`config.mk`:
```
export PLATFORM = sky130hd
export DESIGN_NAME = zhegalkin_anf_sweeper
export DESIGN_NICKNAME = d
export VERILOG_FILES = /design/src/rtl/zhegalkin_pkg.sv /design/src/rtl/zhegalkin_moebius_stage.sv /design/src/rtl/zhegalkin_anf_sweeper.sv
export SDC_FILE = /design/constraint.sdc
export NUM_CORES = 1
export LEC_CHECK = 0
export ABC_AREA = 0
export CAP_MARGIN = 30
export CELL_PAD_IN_SITES_DETAIL_PLACEMENT = 1
export CELL_PAD_IN_SITES_GLOBAL_PLACEMENT = 2
export CORE_ASPECT_RATIO = 1.1
export CORE_MARGIN = 2
export CORE_UTILIZATION = 28
export CTS_BUF_LIST = sky130_fd_sc_hd__clkbuf_8
export DETAILED_ROUTE_END_ITERATION = 10
export PLACE_DENSITY = 0.76
export SLEW_MARGIN = 20
export SYNTH_ARGS = -nofsm -noshare
export SYNTH_HDL_FRONTEND = slang
export SYNTH_HIERARCHICAL = 1
export SYNTH_SLANG_ARGS = --single-unit
```
`constraint.sdc`:
```
create_clock -name clk -period 2.3 [get_ports clk]
set_input_delay 0.46 -clock clk [delete_from_list [all_inputs] [get_ports clk]]
set_output_delay 0.46 -clock clk [all_outputs]
set_load 0.01 [all_outputs]
```
`src/rtl/zhegalkin_pkg.sv`:
```
// Shared types and helpers for the Zhegalkin ANF sweeper.
package zhegalkin_pkg;

    // Sequencer states, 2-bit encoded.
    typedef enum logic [1:0] {
        IDLE  = 2'd0,
        SWEEP = 2'd1,
        XFORM = 2'd2,
        DONE  = 2'd3
    } state_t;

    // Default evaluator input width.
    localparam int N_DEFAULT = 4;

    // Width of the butterfly stage index (covers N up to 6).
    localparam int STAGE_W = 3;

    // Truth-table width for an n-input function.
    function automatic int tt_w(input int n);
        return 1 << n;
    endfunction

endpackage

```
`src/rtl/zhegalkin_moebius_stage.sv`:
```
// One stage of the Reed-Muller (Moebius) butterfly, fully parallel.
// Every bit whose index has bit s set absorbs its partner at distance 2^s;
// all other bits pass through unchanged.
module zhegalkin_moebius_stage
    import zhegalkin_pkg::*;
#(
    parameter int N    = N_DEFAULT,
    parameter int TT_W = tt_w(N)
) (
    input  logic [TT_W-1:0]    vec,
    input  logic [STAGE_W-1:0] s,
    output logic [TT_W-1:0]    vec_out
);

    logic [TT_W-1:0] upper_mask;
    logic [TT_W-1:0] partner;

    // Mark the bits whose index has bit s set.
    for (genvar i = 0; i < TT_W; i++) begin : g_mask
        assign upper_mask[i] = ((i >> s) & 1) != 0;
    end

    // Bit i of partner holds vec[i - 2^s], which equals vec[i ^ 2^s] for masked bits.
    assign partner = vec << (TT_W'(1) << s);
    assign vec_out = vec ^ (partner & upper_mask);

endmodule

```
`src/rtl/zhegalkin_anf_sweeper.sv`:
```
// Sweeps all 2^N input vectors through a combinational evaluator, captures
// the truth table, then runs N butterfly stages in place to get the ANF.
// Handshake: start (sampled in IDLE only), busy during SWEEP/XFORM,
// one-cycle done pulse; res_valid stays high until the next accepted start.
module zhegalkin_anf_sweeper
    import zhegalkin_pkg::*;
#(
    parameter int N    = N_DEFAULT,
    parameter int TT_W = tt_w(N)
) (
    input  logic            clk,
    input  logic            rst,
    input  logic            start,
    output logic [N-1:0]    eval_x,
    input  logic            eval_z,
    output logic            busy,
    output logic            done,
    output logic            res_valid,
    output logic [TT_W-1:0] truth_tab,
    output logic [TT_W-1:0] anf,
    output logic [N:0]      weight,
    output logic [1:0]      state_dbg
);

    localparam logic [N:0]         LAST_IDX   = (N+1)'(TT_W - 1);
    localparam logic [STAGE_W-1:0] LAST_STAGE = STAGE_W'(N - 1);

    state_t               state;
    logic [N:0]           idx;
    logic [STAGE_W-1:0]   stage;
    logic [TT_W-1:0]      anf_next;

    zhegalkin_moebius_stage #(.N(N), .TT_W(TT_W)) u_stage (
        .vec     (anf),
        .s       (stage),
        .vec_out (anf_next)
    );

    // Outputs decoded from registered state, so eval_x only moves on clock edges.
    always_comb begin
        eval_x    = (state == SWEEP) ? idx[N-1:0] : '0;
        busy      = (state == SWEEP) || (state == XFORM);
        done      = (state == DONE);
        state_dbg = state;
    end

    // Sequencer: sweep capture, butterfly stages and result registers.
    always_ff @(posedge clk) begin
        if (rst) begin
            state     <= IDLE;
            idx       <= '0;
            stage     <= '0;
            truth_tab <= '0;
            anf       <= '0;
            weight    <= '0;
            res_valid <= 1'b0;
        end else begin
            case (state)
                IDLE: begin
                    if (start) begin
                        truth_tab <= '0;
                        anf       <= '0;
                        weight    <= '0;
                        res_valid <= 1'b0;
                        idx       <= '0;
                        state     <= SWEEP;
                    end
                end
                SWEEP: begin
                    truth_tab[idx[N-1:0]] <= eval_z;
                    weight                <= weight + (N+1)'(eval_z);
                    idx                   <= idx + 1'b1;
                    if (idx == LAST_IDX) begin
                        // The last bit is still in flight, so take it straight from eval_z.
                        anf   <= {eval_z, truth_tab[TT_W-2:0]};
                        stage <= '0;
                        state <= XFORM;
                    end
                end
                XFORM: begin
                    anf   <= anf_next;
                    stage <= stage + 1'b1;
                    if (stage == LAST_STAGE) begin
                        res_valid <= 1'b1;
                        state     <= DONE;
                    end
                end
                DONE: begin
                    state <= IDLE;
                end
                default: begin
                    state <= IDLE;
                end
            endcase
        end
    end

endmodule

```
Word-level counts from Yosys, hierarchy flattened:

Cells that the tools add are included.

* equal/unequal tests: 8
* shift-type cells: 18
* add/subtract/negate cells: 3
* multipliers: 0
* multiplexer cells: 20
* div/mod/pow operators: 0
* reductions and logical operators: 12
* magnitude comparators: 2
* bitwise operators: 2

Operators by type and width (number)
* $pmux 16 s3: 1
* $mux 16: 2
* $pmux 16 s2: 1
* $shr 4x3->1 const A: 8
* $pmux 5 s2: 2
* $and 16x16->16: 1
* $bwmux 16: 1
* $shl 1x3->16 const A: 1
* $shl 16x16->16: 1
* $xor 16x16->16: 1
* $shr 3x3->1 const A: 4
* $reduce_and 3->1: 3
* $pmux 2 s4: 1
* $mux 2: 3
* $pmux 3 s2: 1
* $reduce_bool 2->1: 3
* $shr 1x3->1 const A: 2
* $shr 2x3->1 const A: 2
* $add 5x1->5: 1
* $add 5x1->5 const B: 1
* $eq 5x4->1 const B: 1
* $lt 4x5->1 const B: 1
* $mux 5: 1
* $demux 1 s4: 1
* 16 further kinds: 21

* memory bits (writable): 0
* bits in registers: 48
* word-level logic and storage cells: 72
* output and inout bits: 46
* memory bits (read-only): 0
* bits of input ports: 4
* latch bits: 0
* memories kept: 0

Longest topological paths before layout:

* depth in word-level cells: 6
* gate-level depth with buffers: 13
* gate-level depth less buffers: 11

By module:

The synthesis kept the hierarchy.

By module, submodules not included
* zhegalkin_anf_sweeper: sequential area each 960.9 µm², area an instance 2511.2 µm², instances 1, cells an instance 271
* zhegalkin_moebius_stage: sequential area each 0.0 µm², area an instance 1121.1 µm², instances 1, cells an instance 149

Least setup slack after synthesis:

OpenSTA, ideal clock, no wires.

* path kind: flip-flop to flip-flop
* start: register stage[0]
* end: register anf[9]
* arrival time: 2.447 ns
* required time: 2.182 ns
* library setup time: 0.118 ns
* stages on the path, launching flop included: 13
* period minus slack after synthesis: 2.566 ns
* path buffers: 1
* path slack: -0.266 ns
* path through: dfxtp_1 -> inv_1 -> ha_1 -> nor2b_2 -> buf_6 -> mux2i_1 -> or2_4 -> o21ai_1 -> or4b_1 -> xnor2_1 -> a22o_1 -> nand2_1 -> mux2i_1

* longest elaborated chain between the ends: 5
* elaborated cells on any way between the ends: 6
* classes of those cells: shift (3); mux (1); bitwise (2)

Ends and longest elaborated chain
* start, declared: RTL line zhegalkin_anf_sweeper.sv:30 `logic [STAGE_W-1:0] stage;`
* start signal, assigned: RTL line zhegalkin_anf_sweeper.sv:82 `stage <= stage + 1'b1;`
* $shl 1x3->16: RTL line zhegalkin_moebius_stage.sv:24 `assign partner = vec << (TT_W'(1) << s);`
* $shl 16x16->16: RTL line zhegalkin_moebius_stage.sv:24
* $and 16x16->16 (*): RTL line zhegalkin_moebius_stage.sv:25 `assign vec_out = vec ^ (partner & upper_mask);`
* $xor 16x16->16 (*): RTL line zhegalkin_moebius_stage.sv:25
* net anf_next[9]: RTL line zhegalkin_anf_sweeper.sv:31 `logic [TT_W-1:0] anf_next;`
* $pmux 16 s3 (*): RTL line zhegalkin_anf_sweeper.sv:58 `case (state)`
* end signal, assigned: RTL line zhegalkin_anf_sweeper.sv:75 `anf <= {eval_z, truth_tab[TT_W-2:0]};`
* end signal, assigned: RTL line zhegalkin_anf_sweeper.sv:81 `anf <= anf_next;`
* end, declared: RTL line zhegalkin_anf_sweeper.sv:20 `output logic [TT_W-1:0] anf,`

The timed path passes the listed nets; every way through them passes the cells marked *.
A chain may end at the register's enable or synchronous reset.

Final worst setup path:

Ends and elaborated chain as after synthesis.

==> impl_metrics.tcl <==
set metrics [dict create \
    postSynthRegisterBits 48 \
    cts-buffers-inserted 5 \
    min_path_cells 2 \
    yosys-top-cells-count "sky130_fd_sc_hd__dfxtp_1, sky130_fd_sc_hd__mux2i_1, sky130_fd_sc_hd__nand2_1" \
    cell_pwr_density_nw_per_um2 680 \
    finalClockSkew_ps 5.79 \
    timing.final.crit_period_ps 2460 \
    required_ps 2490 \
    synth.yosys.warnings 6 \
    setup_repair_after_global_routing_missed_its_margin "true" \
    clk_pin_slew_worst_paths_ps 90 \
    holdBufCountCts 0 \
    routed_wirelength_mm 12.9 \
    finalHoldViolCount 0 \
    post-dp-hpwl_mm 9.35 \
    place_worst_setup_slack_ps -276 \
    crit-reg2reg-capture "anf[9]" \
    finalCoreUtilization_pct 40.4 \
    global_route.usage.met2_pct 33.0 \
    total_leakage_power_nw 2.05 \
    grt_util_met1_pct 23.8 \
    clk_latency_ps 310 \
    worst-path-max-fanout 8 \
    antenna_diodes 0 \
    antenna_violating_nets_post_route 0 \
    post_drt_wl_per_cell_um 19.2 \
    grt_util_met3_pct 2.45 \
    routed_via_density 5.34 \
    synth-edff-count 0 \
    yosys_most_used_dff "sky130_fd_sc_hd__dfxtp_1" \
    final_net_count 538 \
    postSynthNetCount 446 \
    synth-seq-area-share_pct 26.5 \
    number_of_slew_limit_violations_in_the_final_report 0 \
    run_status "complete, but fails checks" \
    place.gp.congestion 0.965 \
    finalSetupViolations 9 \
    dr_total_vias 3574 \
    final.period_utilization_pct 107 \
    reg2reg_depth 12 \
    clock_sinks 48 \
    areaGrowthSynthToFinish_pct 40.5 \
    asyncSetResetFlopFracSynth_pct 0 \
    die_width_um 113 \
    global_route.overflow_total 0 \
    ys_top_cells_by_area "sky130_fd_sc_hd__dfxtp_1, sky130_fd_sc_hd__mux2i_1, sky130_fd_sc_hd__ha_1" \
    initial_antenna_violation_count 0 \
    failed_checks "setup timing" \
    pin_count_of_the_biggest_net_entering_global_routing 40 \
    vdd.ir_drop.worst_mv 0.564 \
    cts_tree "done" \
    final.fill_count 1455 \
    slew_headroom_pct 65.7 \
    cp.arrival_ps 2660 \
    reg2reg_slack_ps -160 \
    design.die.area_um2 13900 \
    synth_most_common_cell "sky130_fd_sc_hd__dfxtp_1" \
    reg2reg_start "stage[0]" \
    timing.hold.ws_ps 493 \
    first_global_vias 3743 \
    io_buffer_count 49 \
    worstHoldStart "weight[4]" \
    clock.fmax_ghz 0.406 \
    iter_0_drt_violations 148 \
    synthDominantAreaCellType "sky130_fd_sc_hd__dfxtp_1" \
    syn_area_per_cell_um2 8.65 \
    cp-start-kind "flop" \
    ys_types 57 \
    initial_core_util_pct 28.7 \
    buffers_from_clock_root_to_sink_at_most 2 \
    drv_cap 0 \
    grt_first_pass_wirelength_mm 20.4 \
    hold_path_class "flop to flop" \
    end_kind "flop" \
    rows 43 \
    worstSetupPathType "flop to flop" \
    num_io_pins 50 \
    grt_usage_pct 18.4 \
    timing.hold.worst_endpoint "weight[4]" \
    yosysTopAreaCellShare_pct 26.5 \
    synth_cells 420 \
    die_h_um 123 \
    detail_route.first_pass.iterations 4 \
    worstMarginPinSlew_ps 500 \
    finalWorstSetupSlack_ps -162 \
    clock_tree.root_cell "sky130_fd_sc_hd__clkbuf_8" \
    placeableCoreArea_um2 12600 \
    synth.cell_area_um2 3630 \
    grt_most_used_layer "met2" \
    layout-drive-gt1-share_pct 27.0 \
    drc_errors 0 \
    cts_htree_levels 2 \
]
## cell type report
cell class                 count  area, um^2  share of cell area (%)
inverter                      14        60.1                    1.18
sequential                    48         968                    19.0
timing repair buffer         118        1070                    21.0
tap                          157         196                    3.85
multi-input combinational    325        2730                    53.5
clock inverter                 2        8.76                   0.172
clock buffer                   5        68.8                    1.35
## state kept, by name, summed over array words and instances (netlist names)
name	cells
idx	5
stage	3
weight	5
state_dbg	2
res_valid	1
anf	16
truth_tab	16
## per-layer routing
| metal | wire length (um) | vias to the layer above |
|---|---|---|
| li1 | - | 1703 |
| met1 | 5740 | 1777 |
| met2 | 6440 | 82 |
| met3 | 522 | 12 |
| met4 | 150 | 0 |
| met5 | 0 | - |
## power by group
part | switching [W] | total (W) | internal [W] | leakage (nW)
Combinational | 0.00113 | 0.00206 | 0.000929 | 1.62
Sequential | 0.0000457 | 0.000917 | 0.000872 | 0.389
Clock | 0.000293 | 0.000496 | 0.000203 | 0.0452
Total | 0.00146 | 0.00347 | 0.00200 | 2.05
## placed cells by master (no fill, tap or decap), types with 3 or more instances in the layout
cell and instances:
sky130_fd_sc_hd__a21oi_1 14, sky130_fd_sc_hd__a22o_1 17, sky130_fd_sc_hd__a31o_2 5, sky130_fd_sc_hd__a32oi_1 6
sky130_fd_sc_hd__and2_1 4, sky130_fd_sc_hd__buf_12 3, sky130_fd_sc_hd__buf_4 60, sky130_fd_sc_hd__buf_6 5
sky130_fd_sc_hd__clkbuf_8 5, sky130_fd_sc_hd__clkdlybuf4s50_1 49, sky130_fd_sc_hd__dfxtp_1 46, sky130_fd_sc_hd__ha_1 17
sky130_fd_sc_hd__ha_4 4, sky130_fd_sc_hd__inv_1 13, sky130_fd_sc_hd__mux2_2 7, sky130_fd_sc_hd__mux2_4 3
sky130_fd_sc_hd__mux2i_1 40, sky130_fd_sc_hd__nand2_1 27, sky130_fd_sc_hd__nand2b_1 25, sky130_fd_sc_hd__nand3_1 20
sky130_fd_sc_hd__nand3b_1 16, sky130_fd_sc_hd__nand4_1 5, sky130_fd_sc_hd__nor2_1 20, sky130_fd_sc_hd__nor2b_1 4
sky130_fd_sc_hd__nor2b_2 3, sky130_fd_sc_hd__nor3_1 3, sky130_fd_sc_hd__nor4b_1 3, sky130_fd_sc_hd__o21ai_0 8
sky130_fd_sc_hd__or3_1 6, sky130_fd_sc_hd__xnor2_1 9, sky130_fd_sc_hd__xor2_1 6
## what timing repair did
action                                  in CTS  in global routing
cloned                                       0                  0
resized for setup                           35                 24
endpoints found under the setup margin      13                 16
pin swaps                                    9                 16
buffers inserted                             6                  7
## cells by family (layout without fill, tap and decap cells)
logic type                 Yosys count  count (layout)  synth area share (%)
and+or+nand+nor                    156             156                  24.2
AOI/OAI and AO/OA                   78              78                  15.7
muxes                               54              54                  16.1
DFF                                 48              48                  26.5
buffers and inverters               47             139                  6.37
adders and majority gates           22              22                  7.58
xor gates and xnor gates            15              15                  3.62
## worst max-delay path by stage
stage,startpoint,end,slack [ps]
after global placement,stage[1],anf[13],-290
after detailed placement,stage[1],anf[13],-280
after global routing,stage[1],anf[12],-260
after CTS,stage[1],anf[12],-130
after floorplan,stage[0],anf[9],-20
final,stage[0],anf[9],-160
## critical path, stage by stage (launching register included)
cell                      delay (ps)
sky130_fd_sc_hd__dfxtp_4         400
sky130_fd_sc_hd__inv_6            50
sky130_fd_sc_hd__ha_4            160
sky130_fd_sc_hd__nor2b_4         130
sky130_fd_sc_hd__buf_12          140
sky130_fd_sc_hd__mux2i_1         130
sky130_fd_sc_hd__or2_4           280
sky130_fd_sc_hd__o21ai_2         100
sky130_fd_sc_hd__or4b_4          460
sky130_fd_sc_hd__xnor2_1         150
sky130_fd_sc_hd__a22o_1          210
sky130_fd_sc_hd__nand2_1          60
sky130_fd_sc_hd__mux2i_1          50
## stage by stage
stage | cells | cell area (um^2) | power (W) | TNS [ps]
after global placement | 650 | 4640 | 0.00269 | -2040
after detailed placement | 650 | 4640 | 0.00271 | -2320
after floorplan | 420 | 3690 | 0.00213 | -24.0
final | 669 | 5100 | 0.00347 | -601
after CTS | 662 | 4930 | 0.00336 | -642
after global routing | 669 | 5100 | 0.00370 | -1880
No activity file was read; power rests on OpenSTA's default activity.
